[src/rtl/fifo_pkg.sv]
// Shared definitions for the FIFO controller: pointer widths, op encoding, depth check.
// A pointer is laid out as {phase, idx}: the phase bit is the MSB above an addr_w(DEPTH)-bit index.
package fifo_pkg;

  function automatic int unsigned addr_w(input int unsigned depth);
    return (depth < 2) ? 1 : $clog2(depth);
  endfunction

  function automatic int unsigned ptr_w(input int unsigned depth);
    return addr_w(depth) + 1;
  endfunction

  function automatic bit depth_ok(input int unsigned depth);
    return depth >= 2;
  endfunction

  // Encoded as {pop, push} so the handshake bits cast straight into it.
  typedef enum logic [1:0] {
    OP_IDLE = 2'b00,
    OP_PUSH = 2'b01,
    OP_POP  = 2'b10,
    OP_BOTH = 2'b11
  } fifo_op_e;

endpackage

[src/rtl/fifo_ctrl_if.sv]
// Write stream, read stream, mem_mod port and status bundle of the FIFO controller.
// master = controller side, slave = producer/consumer/memory side.
interface fifo_ctrl_if #(
  parameter int unsigned DATA_WIDTH = 8,
  parameter int unsigned DEPTH      = 16
);
  import fifo_pkg::*;

  localparam int unsigned ADDRSIZE = addr_w(DEPTH);

  logic                  in_valid;
  logic                  in_ready;
  logic [DATA_WIDTH-1:0] in_data;
  logic                  out_valid;
  logic                  out_ready;
  logic [DATA_WIDTH-1:0] out_data;
  logic                  mem_wr_en;
  logic [ADDRSIZE-1:0]   mem_wr_addr;
  logic [DATA_WIDTH-1:0] mem_wr_data;
  logic                  mem_rd_en;
  logic [ADDRSIZE-1:0]   mem_rd_addr;
  logic [DATA_WIDTH-1:0] mem_rd_data;
  logic [ADDRSIZE:0]     count;
  logic                  almost_full;
  logic [ADDRSIZE:0]     hwm;
  logic                  clr_hwm;

  modport master (
    input  in_valid, in_data, out_ready, mem_rd_data, clr_hwm,
    output in_ready, out_valid, out_data, mem_wr_en, mem_wr_addr, mem_wr_data,
           mem_rd_en, mem_rd_addr, count, almost_full, hwm
  );

  modport slave (
    output in_valid, in_data, out_ready, mem_rd_data, clr_hwm,
    input  in_ready, out_valid, out_data, mem_wr_en, mem_wr_addr, mem_wr_data,
           mem_rd_en, mem_rd_addr, count, almost_full, hwm
  );

endinterface

[src/rtl/fifo_ptr.sv]
// Wrap counter for one FIFO pointer: idx runs 0..DEPTH-1, phase toggles on each wrap.
// Advances one step per cycle with inc; async reset to {0, 0}.
module fifo_ptr
  import fifo_pkg::*;
#(
  parameter  int unsigned DEPTH = 16,
  localparam int unsigned AW    = addr_w(DEPTH)
) (
  input  logic        clk,
  input  logic        rst_n,
  input  logic        inc,
  output logic [AW:0] ptr
);

  typedef struct packed {
    logic          phase;
    logic [AW-1:0] idx;
  } ptr_t;

  localparam logic [AW-1:0] LAST_IDX = AW'(DEPTH - 1);

  ptr_t ptr_q;
  ptr_t ptr_d;

  // Explicit wrap at DEPTH-1 so non-power-of-two depths never index past the array.
  always_comb begin
    ptr_d = ptr_q;
    if (inc) begin
      if (ptr_q.idx == LAST_IDX) begin
        ptr_d.idx   = '0;
        ptr_d.phase = ~ptr_q.phase;
      end else begin
        ptr_d.idx = ptr_q.idx + 1'b1;
      end
    end
  end

  always_ff @(posedge clk or negedge rst_n) begin
    if (!rst_n) begin
      ptr_q <= '0;
    end else begin
      ptr_q <= ptr_d;
    end
  end

  assign ptr = ptr_q;

endmodule

[src/rtl/fifo_ctrl.sv]
// Synchronous FIFO control over mem_mod: first word visible the cycle after its push edge, no bypass.
// in_ready = !full, out_valid = !empty; a full FIFO pops first and accepts the write a cycle later.
module fifo_ctrl
  import fifo_pkg::*;
#(
  parameter int unsigned DATA_WIDTH = 8,
  parameter int unsigned DEPTH      = 16,
  parameter int unsigned AFULL_LVL  = DEPTH - 2
) (
  input  logic        clk,
  input  logic        rst_n,
  fifo_ctrl_if.master bus
);

  localparam int unsigned ADDRSIZE = addr_w(DEPTH);
  localparam int unsigned CW       = ADDRSIZE + 1;
  localparam logic [CW-1:0] AFULL_C = CW'(AFULL_LVL);

  if (!depth_ok(DEPTH)) begin : g_bad_depth
    $error("fifo_ctrl: DEPTH must be at least 2");
  end

  if ($bits(bus.in_data) != DATA_WIDTH) begin : g_bad_width
    $error("fifo_ctrl: interface DATA_WIDTH does not match");
  end

  typedef struct packed {
    logic                phase;
    logic [ADDRSIZE-1:0] idx;
  } ptr_t;

  ptr_t     wr_ptr;
  ptr_t     rd_ptr;
  logic     empty;
  logic     full;
  logic     push;
  logic     pop;
  fifo_op_e op;

  logic [CW-1:0] count_q;
  logic [CW-1:0] count_d;
  logic          almost_full_q;
  logic          almost_full_d;
  logic [CW-1:0] hwm_q;
  logic [CW-1:0] hwm_d;

  fifo_ptr #(.DEPTH(DEPTH)) u_wr_ptr (
    .clk   (clk),
    .rst_n (rst_n),
    .inc   (push),
    .ptr   (wr_ptr)
  );

  fifo_ptr #(.DEPTH(DEPTH)) u_rd_ptr (
    .clk   (clk),
    .rst_n (rst_n),
    .inc   (pop),
    .ptr   (rd_ptr)
  );

  // Equal indices are disambiguated by the phase bits: same lap = empty, one lap apart = full.
  assign empty = (wr_ptr.idx == rd_ptr.idx) && (wr_ptr.phase == rd_ptr.phase);
  assign full  = (wr_ptr.idx == rd_ptr.idx) && (wr_ptr.phase != rd_ptr.phase);

  assign push = bus.in_valid & ~full;
  assign pop  = bus.out_ready & ~empty;
  assign op   = fifo_op_e'({pop, push});

  assign bus.in_ready    = ~full;
  assign bus.out_valid   = ~empty;
  assign bus.out_data    = bus.mem_rd_data;
  assign bus.mem_wr_en   = push;
  assign bus.mem_wr_addr = wr_ptr.idx;
  assign bus.mem_wr_data = bus.in_data;
  assign bus.mem_rd_en   = ~empty;
  assign bus.mem_rd_addr = rd_ptr.idx;

  always_comb begin
    count_d = count_q;
    unique case (op)
      OP_PUSH: count_d = count_q + 1'b1;
      OP_POP:  count_d = count_q - 1'b1;
      default: count_d = count_q;
    endcase

    almost_full_d = (count_d >= AFULL_C);

    // A clear restarts tracking from the occupancy that this edge produces.
    if (bus.clr_hwm) begin
      hwm_d = count_d;
    end else if (count_d > hwm_q) begin
      hwm_d = count_d;
    end else begin
      hwm_d = hwm_q;
    end
  end

  always_ff @(posedge clk or negedge rst_n) begin
    if (!rst_n) begin
      count_q       <= '0;
      almost_full_q <= 1'b0;
      hwm_q         <= '0;
    end else begin
      count_q       <= count_d;
      almost_full_q <= almost_full_d;
      hwm_q         <= hwm_d;
    end
  end

  assign bus.count       = count_q;
  assign bus.almost_full = almost_full_q;
  assign bus.hwm         = hwm_q;

endmodule
[src/flat_wrapper.sv]
// flat-port wrapper written by rule: the top's interface ports become plain ports
module fifo_ctrl_flat import fifo_pkg::*;
#(
  parameter int unsigned DATA_WIDTH = 8,
  parameter int unsigned DEPTH      = 16,
  parameter int unsigned AFULL_LVL  = DEPTH - 2
)
  (clk, rst_n, bus_in_valid, bus_in_data, bus_out_ready, bus_mem_rd_data, bus_clr_hwm, bus_in_ready, bus_out_valid, bus_out_data, bus_mem_wr_en, bus_mem_wr_addr, bus_mem_wr_data, bus_mem_rd_en, bus_mem_rd_addr, bus_count, bus_almost_full, bus_hwm);
  fifo_ctrl_if #(.DATA_WIDTH(DATA_WIDTH), .DEPTH(DEPTH)) bus_i ();
  input  logic clk;
  input  logic rst_n;
  input wire logic [$bits(bus_i.in_valid)-1:0] bus_in_valid;
  input wire logic [$bits(bus_i.in_data)-1:0] bus_in_data;
  input wire logic [$bits(bus_i.out_ready)-1:0] bus_out_ready;
  input wire logic [$bits(bus_i.mem_rd_data)-1:0] bus_mem_rd_data;
  input wire logic [$bits(bus_i.clr_hwm)-1:0] bus_clr_hwm;
  output wire logic [$bits(bus_i.in_ready)-1:0] bus_in_ready;
  output wire logic [$bits(bus_i.out_valid)-1:0] bus_out_valid;
  output wire logic [$bits(bus_i.out_data)-1:0] bus_out_data;
  output wire logic [$bits(bus_i.mem_wr_en)-1:0] bus_mem_wr_en;
  output wire logic [$bits(bus_i.mem_wr_addr)-1:0] bus_mem_wr_addr;
  output wire logic [$bits(bus_i.mem_wr_data)-1:0] bus_mem_wr_data;
  output wire logic [$bits(bus_i.mem_rd_en)-1:0] bus_mem_rd_en;
  output wire logic [$bits(bus_i.mem_rd_addr)-1:0] bus_mem_rd_addr;
  output wire logic [$bits(bus_i.count)-1:0] bus_count;
  output wire logic [$bits(bus_i.almost_full)-1:0] bus_almost_full;
  output wire logic [$bits(bus_i.hwm)-1:0] bus_hwm;
  assign bus_i.in_valid = bus_in_valid;
  assign bus_i.in_data = bus_in_data;
  assign bus_i.out_ready = bus_out_ready;
  assign bus_i.mem_rd_data = bus_mem_rd_data;
  assign bus_i.clr_hwm = bus_clr_hwm;
  assign bus_in_ready = bus_i.in_ready;
  assign bus_out_valid = bus_i.out_valid;
  assign bus_out_data = bus_i.out_data;
  assign bus_mem_wr_en = bus_i.mem_wr_en;
  assign bus_mem_wr_addr = bus_i.mem_wr_addr;
  assign bus_mem_wr_data = bus_i.mem_wr_data;
  assign bus_mem_rd_en = bus_i.mem_rd_en;
  assign bus_mem_rd_addr = bus_i.mem_rd_addr;
  assign bus_count = bus_i.count;
  assign bus_almost_full = bus_i.almost_full;
  assign bus_hwm = bus_i.hwm;
  fifo_ctrl #(.DATA_WIDTH(DATA_WIDTH), .DEPTH(DEPTH), .AFULL_LVL(AFULL_LVL)) u_core (.clk(clk), .rst_n(rst_n), .bus(bus_i));
endmodule
[config.mk]
export PLATFORM = sky130hd
export DESIGN_NAME = fifo_ctrl_flat
export DESIGN_NICKNAME = d
export VERILOG_FILES = /design/src/rtl/fifo_pkg.sv /design/src/rtl/fifo_ctrl_if.sv /design/src/rtl/fifo_ptr.sv /design/src/rtl/fifo_ctrl.sv /design/src/flat_wrapper.sv
export SDC_FILE = /design/constraint.sdc
export NUM_CORES = 1
export LEC_CHECK = 0
export BUFFER_PORTS_ARGS = -buffer_cell sky130_fd_sc_hd__buf_2
export CORE_MARGIN = 8
export CORE_UTILIZATION = 44
export CTS_CLUSTER_DIAMETER = 120
export DETAILED_ROUTE_END_ITERATION = 8
export HOLD_SLACK_MARGIN = 0.02
export PLACE_DENSITY = 0.7
export SLEW_MARGIN = 20
export SYNTH_ARGS = -nofsm -noshare
export SYNTH_HDL_FRONTEND = slang
export SYNTH_SLANG_ARGS = --single-unit
[constraint.sdc]
create_clock -name clk -period 6.4 [get_ports clk]
set_clock_uncertainty 0.2 [all_clocks]
set_input_delay 1.6 -clock clk [delete_from_list [all_inputs] [get_ports clk]]
set_output_delay 1.6 -clock clk [all_outputs]
set_load 0.02 [all_outputs]
==> results.md <==
- Via count: 1,046
- Slew HR: 0.674
- Maximum fanout along the worst path: 10
- RSZ-0062 raised after global routing: false
- Fmax achieved: 203 MHz
- Maximum VDD drop: 320 uV
- Clock sinks: 21
- DP HPWL: 2.42 mm
- Fin util: 0.458
- CP required: approximately 6.4 ns
- Vias per cell: 5.18
- Final ANT Viol Nets: 0
- WL/cell: 14.8 um
- Hold Path End: u_core.bus.hwm[1]
- Register area share after synthesis: 0.356
- Starting density of the core: 0.450
- CP most frequent cell: ha_1
- H-Tree Depth: 1
- Synth Area in XOR/XNOR: 0.0711
- Post-synth top area share: 0.356
- GPL Wtd Cong: 0.772
- CP Class: in -> reg
- Hold Crit Depth: 1
- Layout filler cell count: ~310
- R2r setup slk: 1.81 ns
- PnR worst setup slack: 1.47 ns
- Largest net degree at the start of global routing: 22
- Worst-path clk slew: 0.11 ns
- NumNets Final: 188
- Most frequent cell after synthesis: buf_4
- CTS resizes: 0
- PwrDens: 649 nW/um^2
- Maximum clock insertion buffer count: 2
- Port-buffer cells: 27
- Area Overhead vs Synth: 1.78%
- Synth cell types: 38
- Root Buffer: clkbuf_4
- Fin. Hold Viols: 0
- # rows: 21
- Synth Instances: 151
- Hold_buf cts: 0
- Setup crit start kind: primary input
- Tcrit/Tclk final: 0.770
- Core area: roughly 3300 um^2
- Share of cells above drive strength 1: 0.244
- Minimum hold slack: ~0.33 ns
- Slew Viols, Final: 0
- Worst Hold Class: reg -> reg
- DP Worst Slack: 1.15 ns
- Syn_nets: 182
- Max_cap viols: 0
- CTS tree: yes
- Worst Tran Pin Value: 0.485 ns
- Total GRT Usage: 0.117
- Leak: 0.689 nW
- Seq cells post-synth: 21
- Largest family of logic cells by synthesized area: buffers and inverters
- Compound-Gate Fraction of Synth Area: 0.140
- Final setup vio count: 0
- CP Cell Sequence: buf_2 -> a21boi_1 -> ha_1 -> ha_1 -> xnor2_1 -> o21ai_0 -> ha_1 -> a311o_1 -> o211ai_1 -> a31oi_2 -> o21ai_2 -> mux2_1
- Synth Area in Adders: 0.0898
- Postcts setup bufs: 0
- Worst Setup End Kind: flip-flop
- Dominant synthesized flop cell: dfrtp_1
- Skew-Pair Late Insertion Delay: 0.31 ns
- Initial DRC Count: 33
- RR Endpoint: u_core.bus.hwm[2]
- CP max-delay cell: ha_1
- Antenna violations before repair: 0
- Total inserted antenna cells: 0
- Mapped Area: 1480 um^2
- Largest area contributor in the synthesized netlist: dfrtp_1
- Fraction of registers with async set/reset: 1.00
- Post-Synth Simple-Gate Area: 0.128
- Worst Reg2Reg Path Length in Cells: 13
- EDFF count, synth: 0
- Critical path arrival: 4.92 ns
- Synth Area per Inst: 9.79 um^2
- Die Y: 74.0 um
- Worst Hold Launch: u_core.bus.hwm[1]
- Ys Warns: 0
- Top cells by area, synth: dfrtp_1 36%, buf_4 13%, ha_1 7.6%
- Top cells by count, synth: 25 x buf_4, 21 x dfrtp_1, 14 x nand2_1, 9 x ha_1, 9 x inv_1
- Post-synthesis mux area share: 0.0601
- Drt pass-1 iters: 4
- Fin Setup TNS: 0 ns
- Residual DRC: 0
- Chip width: 74.0 um
- Die area: 5470 um^2
- RR Startpoint: u_core.u_rd_ptr.ptr[3]
- Worst stage delay on the critical path: 0.45 ns
- TritonCTS buffer count: 3
- First-pass GRT wire length: between 5 and 6 mm
- # IOs: 60
- Routed WL: 2.99 mm
- Fin crit period: roughly 4.9 ns
- Gr ovfl total: 0
- Status: finished, final reports clean
- Number of global-route vias before repair: 1,149
## stage by stage
step | instance area, um^2 | instances | power [mW]
2_1_floorplan | 1480 | 151 | 0.805
3_3_place_gp | 1480 | 198 | 0.893
3_5_place_dp | 1480 | 198 | 0.921
4_1_cts | 1500 | 202 | 0.989
5_1_grt | 1500 | 202 | 1.08
6_report | 1500 | 202 | 0.976
## layout make-up
cell class              count  area, um^2  area share
inverters                  10        37.5      0.0250
well taps                  46        57.6      0.0383
repair buffers             27         135      0.0899
multi-input cells          94         722       0.480
flip-flops and latches     21         526       0.349
clock buffers               4        26.3      0.0175
## routing by layer
layer | GRT usage | wire, um | up-vias
met3 | 0.0431 | 312 | 5
met1 | 0.125 | 1190 | 486
met4 | 0.0488 | 45 | 0
met5 | 0 | 0 | -
li1 | - | - | 517
met2 | 0.203 | 1440 | 38
## worst max-delay path: cells and delay by family
family / cells / cell delay (ns)
AO/OA/AOI/OAI: 6 / 1.60
XOR/XNOR: 1 / 0.15
adder cells (fa/ha/maj): 3 / 1.15
buffers and inverters: 1 / 0.07
multiplexers: 1 / 0.35
## power breakdown
| part | total, mW | switching, mW | internal, mW |
|---|---|---|---|
| Sequential | 0.285 | 0.0825 | 0.202 |
| Combinational | 0.627 | 0.360 | 0.267 |
| Clock | 0.0642 | 0.0399 | 0.0243 |
## how the worst max path moves through the flow
stage	start	endpoint	slack [ns]	cells past startpoint
floorplan	bus_out_ready	u_core.bus.hwm[2]	1.59	10
global route	bus_out_ready	u_core.bus.hwm[2]	1.23	12
detailed placement	bus_out_ready	u_core.bus.hwm[2]	1.15	12
global placement	bus_out_ready	u_core.bus.hwm[2]	1.27	12
finish	bus_out_ready	u_core.bus.hwm[2]	1.47	12
CTS	bus_out_ready	u_core.bus.hwm[2]	1.47	12
## sequential cells by signal, summed over array words and instances, names as in the netlist
name	flops
u_core.u_rd_ptr.ptr	5
u_core.u_wr_ptr.ptr	5
u_core.bus.hwm	5
u_core.bus.almost_full	1
u_core.bus.count	5
## cell usage in the layout, fill, tap and decap left out, types with 2 or more instances in the layout
master / count
inv_1: 9
nand3_1: 3
nor2b_1: 2
xnor2_1: 6
xor2_1: 6
ha_1: 9
dfrtp_1: 21
a31oi_1: 3
nand2_1: 14
nor3b_1: 7
clkbuf_4: 3
a21oi_1: 7
buf_2: 27
o31ai_1: 3
o21ai_0: 6
nor2_1: 2
mux2_1: 3
mux2_2: 4
## kinds of logic after synthesis
kind of cell / after synthesis
adder cells (fa/ha/maj): 10
flip-flops: 21
AND/OR/NAND/NOR: 35
buffers and inverters: 36
XOR/XNOR: 12
AO/OA/AOI/OAI: 29
multiplexers: 8
Power figures use the tool's default switching activity.
